==> config.mk <==
export PLATFORM = sky130hd
export DESIGN_NAME = bus_sequencer_flat
export DESIGN_NICKNAME = d
export VERILOG_FILES = /design/src/rtl/bus_sequencer_if.sv /design/src/rtl/bus_sequencer.sv /design/src/flat_wrapper.sv
export SDC_FILE = /design/constraint.sdc
export NUM_CORES = 1
export LEC_CHECK = 0
export CAP_MARGIN = 10
export CELL_PAD_IN_SITES_DETAIL_PLACEMENT = 1
export CELL_PAD_IN_SITES_GLOBAL_PLACEMENT = 2
export CORE_UTILIZATION = 29
export DETAILED_ROUTE_END_ITERATION = 6
export GPL_ROUTABILITY_DRIVEN = 0
export PLACE_DENSITY = 0.72
export SYNTH_ARGS = -nofsm -noshare
export SYNTH_HDL_FRONTEND = slang
export SYNTH_SLANG_ARGS = --single-unit
==> constraint.sdc <==
create_clock -name clk16_i -period 2.1 [get_ports clk16_i]
set_clock_uncertainty 0.1 [all_clocks]
set_input_delay 0.21 -clock clk16_i [delete_from_list [all_inputs] [get_ports clk16_i]]
set_output_delay 0.21 -clock clk16_i [all_outputs]
set_load 0.01 [all_outputs]
==> src/rtl/bus_sequencer_if.sv <==
// Bus-timing bundle between the 16-phase sequencer and its consumers.
// The master side drives the timing, and the slave side raises SPI requests.
interface bus_sequencer_if;
  logic spi_valid_i;
  logic spi_ready_o;
  logic spi_en_o;
  logic cpu_en_o;
  logic cpu_clk_o;
  logic cpu_be_o;
  logic strobe_clk_o;
  logic setup_clk_o;

  modport master (
    input  spi_valid_i,
    output spi_ready_o,
    output spi_en_o,
    output cpu_en_o,
    output cpu_clk_o,
    output cpu_be_o,
    output strobe_clk_o,
    output setup_clk_o
  );

  modport slave (
    output spi_valid_i,
    input  spi_ready_o,
    input  spi_en_o,
    input  cpu_en_o,
    input  cpu_clk_o,
    input  cpu_be_o,
    input  strobe_clk_o,
    input  setup_clk_o
  );
endinterface

==> src/rtl/bus_sequencer.sv <==
// 16-phase bus cycle generator: an SPI slot (phases 0-7) and a CPU slot (phases 8-15).
// Pending SPI requests are granted the SPI slot through a 4-phase valid/ready handshake.
module bus_sequencer #(
  parameter int SETUP_PHASE  = 1,
  parameter int STROBE_FIRST = 3,
  parameter int STROBE_LAST  = 5
) (
  input  logic            clk16_i,
  input  logic            reset_i,
  bus_sequencer_if.master bus
);

  typedef enum logic [1:0] {
    ST_IDLE,
    ST_ACTIVE,
    ST_DONE
  } state_e;

  typedef struct packed {
    logic spi_ready;
    logic spi_en;
    logic cpu_en;
    logic cpu_clk;
    logic cpu_be;
    logic strobe_clk;
    logic setup_clk;
  } bus_out_t;

  // Output values while reset is held; these also equal the phase-0 idle values.
  localparam bus_out_t OUT_RESET = '{
    spi_ready:  1'b0,
    spi_en:     1'b0,
    cpu_en:     1'b0,
    cpu_clk:    1'b0,
    cpu_be:     1'b1,
    strobe_clk: 1'b0,
    setup_clk:  1'b0
  };

  // Slot-relative timing points. Legal values satisfy
  // SETUP_PHASE < STROBE_FIRST <= STROBE_LAST <= 6.
  localparam logic [2:0] SETUP_SP      = 3'(SETUP_PHASE);
  localparam logic [2:0] STROBE_SP_LO  = 3'(STROBE_FIRST);
  localparam logic [2:0] STROBE_SP_HI  = 3'(STROBE_LAST);
  localparam logic [3:0] GRANT_PHASE   = 4'd15;
  localparam logic [3:0] LAST_SPI_PH   = 4'd7;

  logic [3:0] phase_q, phase_d;
  logic [2:0] sp_d;
  state_e     state_q, state_d;
  bus_out_t   out_q, out_d;

  // Next phase and handshake state.
  always_comb begin
    // NOTE: every signal written here gets a default first so no path leaves it unassigned (no latch).
    phase_d = phase_q + 4'd1;
    state_d = state_q;
    unique case (state_q)
      ST_IDLE: begin
        if (phase_q == GRANT_PHASE && bus.spi_valid_i) state_d = ST_ACTIVE;
      end
      ST_ACTIVE: begin
        if (phase_q == LAST_SPI_PH) state_d = ST_DONE;
      end
      ST_DONE: begin
        if (!bus.spi_valid_i) state_d = ST_IDLE;
      end
      default: state_d = ST_IDLE;
    endcase
  end

  assign sp_d = phase_d[2:0];

  // Outputs are computed from the next phase/state so the registered value lines up with the phase it describes.
  always_comb begin
    out_d            = OUT_RESET;
    out_d.spi_en     = (state_d == ST_ACTIVE) && !phase_d[3];
    out_d.cpu_be     = !out_d.spi_en;
    out_d.spi_ready  = (state_d == ST_DONE);
    out_d.cpu_en     = phase_d[3];
    out_d.cpu_clk    = phase_d[3];
    out_d.strobe_clk = (sp_d >= STROBE_SP_LO) && (sp_d <= STROBE_SP_HI);
    out_d.setup_clk  = (sp_d == SETUP_SP);
  end

  always_ff @(posedge clk16_i) begin
    // NOTE: sequential state is updated with non-blocking assignments so all flops see pre-edge values.
    if (reset_i) begin
      phase_q <= 4'd0;
      state_q <= ST_IDLE;
      out_q   <= OUT_RESET;
    end else begin
      phase_q <= phase_d;
      state_q <= state_d;
      out_q   <= out_d;
    end
  end

  assign bus.spi_ready_o  = out_q.spi_ready;
  assign bus.spi_en_o     = out_q.spi_en;
  assign bus.cpu_en_o     = out_q.cpu_en;
  assign bus.cpu_clk_o    = out_q.cpu_clk;
  assign bus.cpu_be_o     = out_q.cpu_be;
  assign bus.strobe_clk_o = out_q.strobe_clk;
  assign bus.setup_clk_o  = out_q.setup_clk;

endmodule

==> src/flat_wrapper.sv <==
// flat-port wrapper written by rule: the top's interface ports become plain ports
module bus_sequencer_flat 
#(
  parameter int SETUP_PHASE  = 1,
  parameter int STROBE_FIRST = 3,
  parameter int STROBE_LAST  = 5
)
  (clk16_i, reset_i, bus_spi_valid_i, bus_spi_ready_o, bus_spi_en_o, bus_cpu_en_o, bus_cpu_clk_o, bus_cpu_be_o, bus_strobe_clk_o, bus_setup_clk_o);
  bus_sequencer_if bus_i ();
  input  logic clk16_i;
  input  logic reset_i;
  input wire logic [$bits(bus_i.spi_valid_i)-1:0] bus_spi_valid_i;
  output wire logic [$bits(bus_i.spi_ready_o)-1:0] bus_spi_ready_o;
  output wire logic [$bits(bus_i.spi_en_o)-1:0] bus_spi_en_o;
  output wire logic [$bits(bus_i.cpu_en_o)-1:0] bus_cpu_en_o;
  output wire logic [$bits(bus_i.cpu_clk_o)-1:0] bus_cpu_clk_o;
  output wire logic [$bits(bus_i.cpu_be_o)-1:0] bus_cpu_be_o;
  output wire logic [$bits(bus_i.strobe_clk_o)-1:0] bus_strobe_clk_o;
  output wire logic [$bits(bus_i.setup_clk_o)-1:0] bus_setup_clk_o;
  assign bus_i.spi_valid_i = bus_spi_valid_i;
  assign bus_spi_ready_o = bus_i.spi_ready_o;
  assign bus_spi_en_o = bus_i.spi_en_o;
  assign bus_cpu_en_o = bus_i.cpu_en_o;
  assign bus_cpu_clk_o = bus_i.cpu_clk_o;
  assign bus_cpu_be_o = bus_i.cpu_be_o;
  assign bus_strobe_clk_o = bus_i.strobe_clk_o;
  assign bus_setup_clk_o = bus_i.setup_clk_o;
  bus_sequencer #(.SETUP_PHASE(SETUP_PHASE), .STROBE_FIRST(STROBE_FIRST), .STROBE_LAST(STROBE_LAST)) u_core (.clk16_i(clk16_i), .reset_i(reset_i), .bus(bus_i));
endmodule
Word-level counts from Yosys, hierarchy flattened
Cells that the tools add are included.

Register bits: 12. Latch bits: 0. RAM bits: 0. ROM bits: 0. Input port bits: 3. Output and inout port bits: 7. Logic and storage cells: 28. Memories: 0.

$add $sub $neg: 1. $mul: 0. Div/mod/pow operators: 0. $lt $le $gt $ge: 2. Equal/unequal tests: 7. Shifts and indexed selects: 0. Multiplexer cells: 4. Bitwise operators: 0. Reductions and logical operators: 6.

Operators by type and width (number): $mux 2 (3); $pmux 2 s3 (1); $add 4x1->4 const B (1); $eq 2x1->1 const B (2); $eq 2x2->1 const B (2); $eq 4x3->1 const B (1); $eq 4x4->1 const B (1); $eq 3x1->1 const B (1); $ge 3x2->1 const B (1); $le 3x3->1 const B (1); $logic_and 1x1->1 (3); $logic_not 1->1 (2); $logic_not 2->1 (1).

Depth between registers and ports, before layout
Depth after elaboration: 7. Depth in mapped cells: 5. Gate-level depth less buffers: 5.

Worst setup path before layout
No wires, ideal clock.

Path type: reg-to-reg. Start: register u_core.phase_q[0]. End: register u_core.out_q (netlist bit u_core.bus.strobe_clk_o). Setup time: 0.086 ns. Arrival time: 1.052 ns. Setup slack: 0.862 ns. Cell stages (with the launch flop): 6. Path buffers: 0. Period minus slack after synthesis: 1.238 ns. Cell sequence: dfxtp_1 -> inv_1 -> ha_1 -> inv_1 -> a21oi_1 -> a211oi_1.

Longest elaborated chain between the ends: 3. Elaborated cells on any way between the ends: 4. Those cells by class: add/sub: 1; order compare: 2; reduce/logical: 1.

RTL lines: from (decl) (line bus_sequencer.sv:48) `logic [3:0] phase_q, phase_d;`; from (signal assigned) (line bus_sequencer.sv:93) `phase_q <= phase_d;`; $add 4x1->4 * (line bus_sequencer.sv:56) `phase_d = phase_q + 4'd1;`; net u_core.phase_d[0] (line bus_sequencer.sv:48); $ge 3x2->1 / $le 3x3->1 (equally long branches) (line bus_sequencer.sv:82) `out_d.strobe_clk = (sp_d >= STROBE_SP_LO) && (sp_d <= STROBE_SP_HI);`; $logic_and 1x1->1 * (line bus_sequencer.sv:82); to (signal assigned) (line bus_sequencer.sv:95) `out_q <= out_d;`; to (decl) (line bus_sequencer.sv:51) `bus_out_t out_q, out_d;`.

Mark *: on every way through the listed nets, which the timed path passes. The rest lies on a longest branch. A chain may end at the register's enable or synchronous reset.

==> flow_summary.yaml <==
timing:
  worst_slew_pin_slew_ns: 0.364
  setup_violations: 0
  slew_headroom_pct: 75.7
  post-route-period-util_pct: 71.7
  maxSlewViolCount: 0
  finalHoldViolCount: 0
  min_period_ns: 1.51
  clock.fmax_mhz: 664
  tns_ns: 0
  rsz0062_at_grt: "no"
place:
  post-place-cells: 61
  port_buffers: 9
  hpwl_microns: 588
logic_synthesis:
  ys_warn_count: 0
  synthCells: 39
  synthesis.area_sq_um: 412
  mappedNetlistNets: 45
  seq_area_frac_synth_pct: 53.5
  yosys.area.top_type_share_pct: 53.5
  yosys.area.top_type: "dfxtp_1"
  synthTopCellsByArea: "dfxtp_1 53%, ha_1 9.1%, xor2_1 4.3%"
  yosysUniqueCellTypes: 18
  syn_avg_cell_area_sq_um: 10.6
  synth_seq_cells: 11
floorplanning:
  coreArea_sq_mm: 0.00132
  dieArea_sq_mm: 0.00157
  die_h_microns: 39.7
  die_w_microns: 39.7
  io_pins: 10
  rows: 13
  start_util_pct: 31.2
global_route:
  gr-total-overflow: 0
  track_usage_pct: 11.9
  antenna_found_initial: 0
  grt_start_max_net_pins: 10
  first_global_vias: 287
  grt_pass1_wl_microns: 1140
clock_network:
  cts_root_buffer: "clkbuf_4"
  cts_resized: 0
  ctsHoldBuffers: 0
  clk_path_buf_depth: 2
  ctsHtreeMaxLevel: 1
  cts.sinks: 11
  path_clk_slew_ns: 0.06
  cts_made_buffers: 3
  cts_tree: "done"
  clock_latency_ns: 0.26
  cts_setup_buffers: 0
drt:
  antenna_left: 0
  drc: 0
  wl_microns: 759
  wl_per_cell_microns: 11.7
  num_vias: 302
  drtIter0Drc: 1
  drtPass1Iterations: 2
  via_per_inst: 4.65
setup_path:
  start_kind: "flip-flop"
  crit_start: "u_core.bus.cpu_en_o"
  path_class: "reg2out"
  cp_slowest_cell: "clkdlybuf4s50_1"
  endpoint_kind: "primary output"
  crit_required_ns: 1.79
  worstPathArrival_ns: 1.20
  r2r_start: "u_core.phase_q[0]"
  crit_chain: "clkdlybuf4s50_1"
  crit_family: "buffers and inverters"
  cpPeakStageDelay_ns: 0.56
  path_buf_inv: 1
  crit_fanout: 4
power_and_ir_drop:
  seqPwrFrac_pct: 54.9
  p_comb_share_pct: 11.5
  switching_share_pct: 22.9
  internal-power_mw: 0.317
  pwr-share-clk_pct: 33.6
  p_sw_mw: 0.0941
  peakVddDrop_uv: 359
  leakage_nw: 0.214
  powerDensity_mw_per_mm2: 769
job:
  drv_cap: 0
finish:
  drive_gt1_share_pct: 8.00
  area_growth_pct: 29.8
  layoutNonFillerInstCount: 65
  antennaDiodeCount: 0
  finalNetCount: 57
hold_path:
  holdCritPathClass: "reg2reg"
  min_from: "u_core.phase_q[0]"
status:
  outcome: "finished, final reports clean"
synth_stat cells:
library cell	count
a31oi_1	1
a21oi_1	3
nor2_1	3
ha_1	3
and2_1	1
inv_1	3
nor4_2	1
buf_2	1
and3b_1	1
nand3b_1	2
nand3_1	1
buf_4	1
nand2_1	1
nor3b_1	1
xor2_1	2
a211oi_1	2
dfxtp_1	11
nor2b_1	1
metal layers:
layer	vias to the layer above	routed length [microns]	global-route usage [%]	share of wire, %
li1	152	-	-	-
met1	141	356	12.4	47
met2	9	352	18.0	46
met3	0	50	8.52	6.6
met4	0	0	5.17	0
met5	-	0	0	0
sequential cells by signal, summed over array words and instances (netlist names):
name and cells:
u_core.bus.cpu_en_o 1, u_core.state_q 2, u_core.bus.spi_ready_o 1, u_core.bus.spi_en_o 1
u_core.bus.cpu_be_o 1, u_core.phase_q 3, u_core.bus.setup_clk_o 1, u_core.bus.strobe_clk_o 1
worst paths after layout:
path / endpoint / slack [ns] / cells past startpoint
worst max-delay path: bus_cpu_clk_o / 0.59 / 1
worst min-delay path: u_core.phase_q[0] / 0.38 / 1
worst max register to register: u_core.bus.strobe_clk_o / 0.71 / 4
worst min register to register: u_core.phase_q[0] / 0.38 / 1
stage by stage:
step | power [mW] | setup slack [ns] | utilization, % | area, sq um | hold slack, ns
3_3_place_gp | 0.275 | 0.656 | 38.6 | 508 | 0.366
2_1_floorplan | 0.257 | 0.862 | - | 412 | 0.299
6_report | 0.411 | 0.595 | 40.6 | 534 | 0.385
4_1_cts | 0.420 | 0.571 | 40.6 | 534 | 0.389
5_1_grt | 0.435 | 0.527 | 40.6 | 534 | 0.413
3_5_place_dp | 0.278 | 0.575 | 38.6 | 508 | 0.365
layout by cell type (no fill, tap or decap):
cell type / netlist / routed
inv_1: 3 / 3
nor2b_1: 1 / 1
xor2_1: 2 / 2
dfxtp_1: 11 / 11
nor3b_1: 1 / 1
nand3_1: 1 / 1
nand3b_1: 2 / 2
a211oi_1: 2 / 2
and3b_1: 1 / 1
and2_1: 1 / 1
a31oi_1: 1 / 1
clkdlybuf4s50_1: 0 / 9
ha_1: 3 / 3
nor2_1: 3 / 3
a21oi_1: 3 / 3
clkbuf_1: 0 / 1
nor4_2: 1 / 1
clkbuf_4: 0 / 3
nand2_1: 1 / 1
logic make-up after synthesis:
logic type,Yosys count,share of synthesized area [%]
AND/OR/NAND/NOR,12,18.5
flip-flops,11,53.5
AO/OA/AOI/OAI,6,8.81
buffers and inverters,5,5.77
adder cells (fa/ha/maj),3,9.12
XOR/XNOR,2,4.26
power by group through the flow:
| stage | Clock (mW) | Combinational [mW] | Sequential (mW) |
|---|---|---|---|
| 5_1_grt | 0.156 | 0.0518 | 0.227 |
| 6_report | 0.138 | 0.0472 | 0.226 |
| 3_3_place_gp | 0 | 0.0450 | 0.230 |
| 3_5_place_dp | 0 | 0.0475 | 0.230 |
| 4_1_cts | 0.147 | 0.0480 | 0.225 |
| 2_1_floorplan | 0 | 0.0247 | 0.232 |
final cells by class:
type                       instances  area [sq um]
inverter                           3          11.3
timing repair buffer               9          90.1
multi-input combinational         23           168
tap                               15          18.8
clock buffer                       4          26.3
fill                             149           783
sequential                        11           220
Power figures use the tool's default switching activity.
